`src/rtl/instr_fetch_unit.sv`:
```
// Fetch stage for a 16x16 instruction RAM. It decodes each fetched word into fields and hands it to execute over a valid/ready handshake.
// Define PREFETCH_EN to read the next word while the current one is accepted, which gives 1 instruction/cycle.
module instr_fetch_unit #(
    parameter int unsigned ADDR_W     = 4,
    parameter int unsigned DATA_W     = 16,
    parameter int unsigned START_ADDR = 2,
    parameter int unsigned END_ADDR   = 15
) (
    input  logic              clk,
    input  logic              rst,
    input  logic              start,
    output logic [ADDR_W-1:0] mem_addr,
    output logic              mem_rd_en,
    input  logic [DATA_W-1:0] mem_data,
    output logic              instr_valid,
    input  logic              instr_ready,
    output logic [2:0]        opcode,
    output logic [3:0]        funct,
    output logic [2:0]        rs1,
    output logic [2:0]        rs2,
    output logic [2:0]        rd,
    output logic [ADDR_W-1:0] pc_out,
    output logic              busy,
    output logic              halted
);

    localparam logic [ADDR_W-1:0] PC_START = ADDR_W'(START_ADDR);
    localparam logic [ADDR_W-1:0] PC_END   = ADDR_W'(END_ADDR);

    typedef enum logic [1:0] {
        S_IDLE  = 2'd0,
        S_FETCH = 2'd1,
        S_HOLD  = 2'd2,
        S_DONE  = 2'd3
    } state_t;

    state_t              r_state;
    logic [ADDR_W-1:0]   r_pc;
    logic [DATA_W-1:0]   r_ir;

    state_t              w_state_nxt;
    logic [ADDR_W-1:0]   w_pc_nxt;
    logic [DATA_W-1:0]   w_ir_nxt;
    logic [ADDR_W-1:0]   w_mem_addr;
    logic                w_rd_en;
    logic [ADDR_W-1:0]   w_pc_inc;
    logic                w_at_end;
    logic                w_word_nz;

    assign w_pc_inc  = r_pc + ADDR_W'(1);
    assign w_at_end  = (r_pc == PC_END);
    assign w_word_nz = (mem_data != '0);

    // State, program counter and instruction register
    always_ff @(posedge clk or posedge rst) begin
        if (rst) begin
            r_state <= S_IDLE;
            r_pc    <= PC_START;
            r_ir    <= '0;
        end else begin
            r_state <= w_state_nxt;
            r_pc    <= w_pc_nxt;
            r_ir    <= w_ir_nxt;
        end
    end

    // Next-state, RAM request and register updates
    always_comb begin
        w_state_nxt = r_state;
        w_pc_nxt    = r_pc;
        w_ir_nxt    = r_ir;
        w_mem_addr  = r_pc;
        w_rd_en     = 1'b0;
        case (r_state)
            S_IDLE: begin
                if (start) begin
                    w_pc_nxt    = PC_START;
                    w_state_nxt = S_FETCH;
                end
            end
            S_FETCH: begin
                w_rd_en     = 1'b1;
                w_ir_nxt    = mem_data;
                w_state_nxt = w_word_nz ? S_HOLD : S_DONE;
            end
            S_HOLD: begin
                if (instr_ready) begin
                    if (w_at_end) begin
                        w_state_nxt = S_DONE;
                    end else begin
`ifdef PREFETCH_EN
                        // Read the successor in the accept cycle so valid can stay high
                        w_mem_addr  = w_pc_inc;
                        w_rd_en     = 1'b1;
                        w_pc_nxt    = w_pc_inc;
                        w_ir_nxt    = mem_data;
                        w_state_nxt = w_word_nz ? S_HOLD : S_DONE;
`else
                        w_pc_nxt    = w_pc_inc;
                        w_state_nxt = S_FETCH;
`endif
                    end
                end
            end
            S_DONE: begin
                if (start) begin
                    w_pc_nxt    = PC_START;
                    w_ir_nxt    = '0;
                    w_state_nxt = S_FETCH;
                end
            end
            default: begin
                w_state_nxt = S_IDLE;
            end
        endcase
    end

    // Status decodes follow the state register so that reset clears them immediately
    assign instr_valid = (r_state == S_HOLD);
    assign busy        = (r_state == S_FETCH) || (r_state == S_HOLD);
    assign halted      = (r_state == S_DONE);
    assign mem_addr    = w_mem_addr;
    assign mem_rd_en   = w_rd_en;
    assign pc_out      = r_pc;

    assign opcode = r_ir[15:13];
    assign funct  = r_ir[12:9];
    assign rs1    = r_ir[8:6];
    assign rs2    = r_ir[5:3];
    assign rd     = r_ir[2:0];

endmodule

```
`config.mk`:
```
export PLATFORM = sky130hd
export DESIGN_NAME = instr_fetch_unit
export DESIGN_NICKNAME = d
export VERILOG_FILES = /design/src/rtl/instr_fetch_unit.sv
export SDC_FILE = /design/constraint.sdc
export NUM_CORES = 1
export LEC_CHECK = 0
export BUFFER_PORTS_ARGS = -buffer_cell sky130_fd_sc_hd__clkbuf_2
export CAP_MARGIN = 30
export CORE_MARGIN = 1
export CORE_UTILIZATION = 46
export CTS_BUF_LIST = sky130_fd_sc_hd__clkbuf_16
export CTS_CLUSTER_SIZE = 20
export DETAILED_ROUTE_END_ITERATION = 7
export HOLD_SLACK_MARGIN = 0.1
export PLACE_DENSITY = 0.78
export SYNTH_ARGS = -nofsm -noshare
export SYNTH_HDL_FRONTEND = slang
export SYNTH_SLANG_ARGS = --single-unit
```
`constraint.sdc`:
```
create_clock -name clk -period 2.52 [get_ports clk]
set_clock_uncertainty 0.2 [all_clocks]
set_input_delay 0.126 -clock clk [delete_from_list [all_inputs] [get_ports clk]]
set_output_delay 0.126 -clock clk [all_outputs]
set_load 0.02 [all_outputs]
```
==> flow_metrics.py <==
metrics = {
    "synth": {
        "yosysTopAreaCell": "dfrtp_1",
        "synth_area_um2": 1074,
        "synth_seq_area_share_pct": 51.40,
        "synth_cell_types": 28,
        "yosys_warnings": 0,
        "synth_top_area_share_pct": 48.95,
        "syn_nets": 111,
        "synth.avg_cell_area_um2": 12.48,
        "ys_top_cells_by_area": "dfrtp_1 49%, a22o_1 13%, ha_1 5.8%",
        "netlist_instances": 86,
        "ys_seq_elements": 22,
    },
    "clock_network": {
        "clk_latency_ns": 0.25,
        "cts-htree-levels": 1,
        "clkTransAtPathRegs_ns": 0.06,
        "cts_tree": "done",
        "cts_root_buf": "clkbuf_16",
        "cts_buffers": 3,
        "post_cts_resized": 0,
        "clock-sinks": 22,
        "clockBufferDepth": 2,
    },
    "timing": {
        "grt_setup_unrepaired": "no",
        "maxSlewViolCount": 0,
        "fmax_ghz": 0.5043,
        "finalCriticalPeriod_ns": 1.983,
        "worstMarginPinSlew_ns": 0.8327,
        "hold_violations": 0,
        "final.setup.tns_ns": 0,
        "fin_crit_sh_pct": 78.68,
        "worst_slack_ns": 0.5372,
        "slew_headroom_pct": 44.43,
        "hold_slack_ns": 0.1630,
        "setup_viol": 0,
    },
    "routing": {
        "drt-total-wl_mm": 2.739,
        "num_vias": 928,
        "routedWlPerCell_um": 15.65,
        "antenna_left": 0,
        "drc": 0,
        "dr.pass1.iters": 4,
        "drtIter0Drc": 10,
        "viasPerCell": 5.303,
    },
    "floorplan": {
        "initial_core_util_pct": 48.53,
        "die_h_um": 50.31,
        "die_w_um": 50.31,
        "coreArea_um2": 2212,
        "io_pins": 48,
        "die-area_um2": 2531,
        "std_cell_rows": 17,
    },
    "setup_path": {
        "crit_path_max_fanout": 10,
        "cp.arrival_ns": 1.91,
        "setup.worst_path.end_class": "flop",
        "required_ns": 2.45,
        "crit_type": "flop to flop",
        "start_kind": "flop",
    },
    "grt": {
        "antenna_found_initial": 0,
        "grt_pass1_wl_mm": 4.333,
        "grt_pass1_vias": 922,
        "grt_max_degree": 23,
        "gr-total-overflow": 0,
        "grt_use_total_pct": 23.67,
    },
    "placed_design": {
        "portBuffers": 47,
        "placed_cell_area_um2": 1289,
        "gp_congestion": 0.7400,
        "dp_cells": 154,
        "dpl.hpwl_mm": 1.707,
        "pre_cts_slack_ns": 0.5199,
    },
    "min_path": {
        "hold_class": "input port to flop",
    },
    "cells_and_area": {
        "syn_to_final_growth_pct": 43.24,
        "finalInstanceArea_um2": 1538,
        "fin_cells": 175,
        "fin_nets": 173,
        "post-route-util_pct": 69.51,
        "final_common_cell": "clkbuf_2",
        "multiInputGateArea_um2": 440.4,
        "layout_common_cells": "47 x clkbuf_2, 21 x dfrtp_1, 17 x dlygate4sd3_1",
        "regArea_um2": 551.8,
        "nFillCells": 172,
        "drive_above_1_share_pct": 39.46,
        "num_antenna_cells": 0,
    },
    "power_and_ir_drop": {
        "p_per_area_nw_per_um2": 1396,
        "p_leak_nw": 0.7918,
        "ir_drop_mv": 0.6821,
        "fin_total_pwr_mw": 2.147,
    },
    "run": {
        "maxCapViolations": 0,
    },
    "outcome": {
        "outcome": "completed",
    },
}
-- logic make-up after synthesis --
group	Yosys count	synth area share [%]
mux	2	1.981
fa+ha+maj	5	5.828
buf+inv	13	7.576
simple gates	20	11.77
flops	22	51.40
compound gates	24	21.45
-- where the power goes --
part | total [mW] | switching [mW] | leakage (nW) | internal (mW)
logic | 1.18 | 0.698 | 0.476 | 0.483
clock network | 0.332 | 0.121 | 0.0385 | 0.211
registers | 0.633 | 0.123 | 0.278 | 0.510
total | 2.15 | 0.942 | 0.792 | 1.20
-- worst max-delay path, stage by stage, from the launching register on --
cell and delay, ns:
dfrtp_1 0.42, inv_1 0.07, ha_1 0.47, nand2b_4 0.15, o2111ai_4 0.16, a221o_1 0.39
-- routing by layer --
metal  global-route usage (%)  routed length, µm  vias up
li1                         -                  -      444
met1                    28.15               1137      442
met2                    41.56               1426       38
met3                    6.061                145        4
met4                    7.407                 29        0
met5                        0                  0        -
-- cells in the mapped netlist (all sizes together) --
library cell	n
a21oi	2
a221o	1
a22o	16
a31oi	1
a41oi	1
and2b	1
buf	8
dfrtp	21
dfstp	1
ha	5
inv	5
mux2	1
mux2i	1
nand2b	2
nand3	1
nand4	2
nor2	4
nor2b	2
nor3	1
nor3b	2
nor4	5
o2111ai	1
o21a	1
o22a	1
-- registers in the layout (all words and copies together) (netlist names) --
register	cells
r_state	2
mem_addr	4
r_ir	16
-- layout make-up --
class	count	share of cell area, %
sequential	22	35.88
multi-input combinational	51	28.64
clock inverter	1	0.2441
inverter	5	1.221
clock buffer	3	4.882
tap	28	2.278
timing repair buffer	65	26.85
-- worst paths after layout --
path	start	end	slack [ns]	cells after the start
max	r_state[0]	mem_addr[2]	0.54	5
min	start	mem_addr[1]	0.16	4
max reg2reg	r_state[0]	mem_addr[2]	0.54	5
min reg2reg	r_ir[10]	r_ir[10]	0.30	1
max in group asynchronous	rst	r_state[0]	1.23	3
min in group asynchronous	rst	mem_addr[2]	0.36	3
-- timing repair --
item                      CTS  global route
setup buffers               0             0
hold endpoints to repair   38             0
hold buffers               17             0
(Power assumes the default switching activity.)
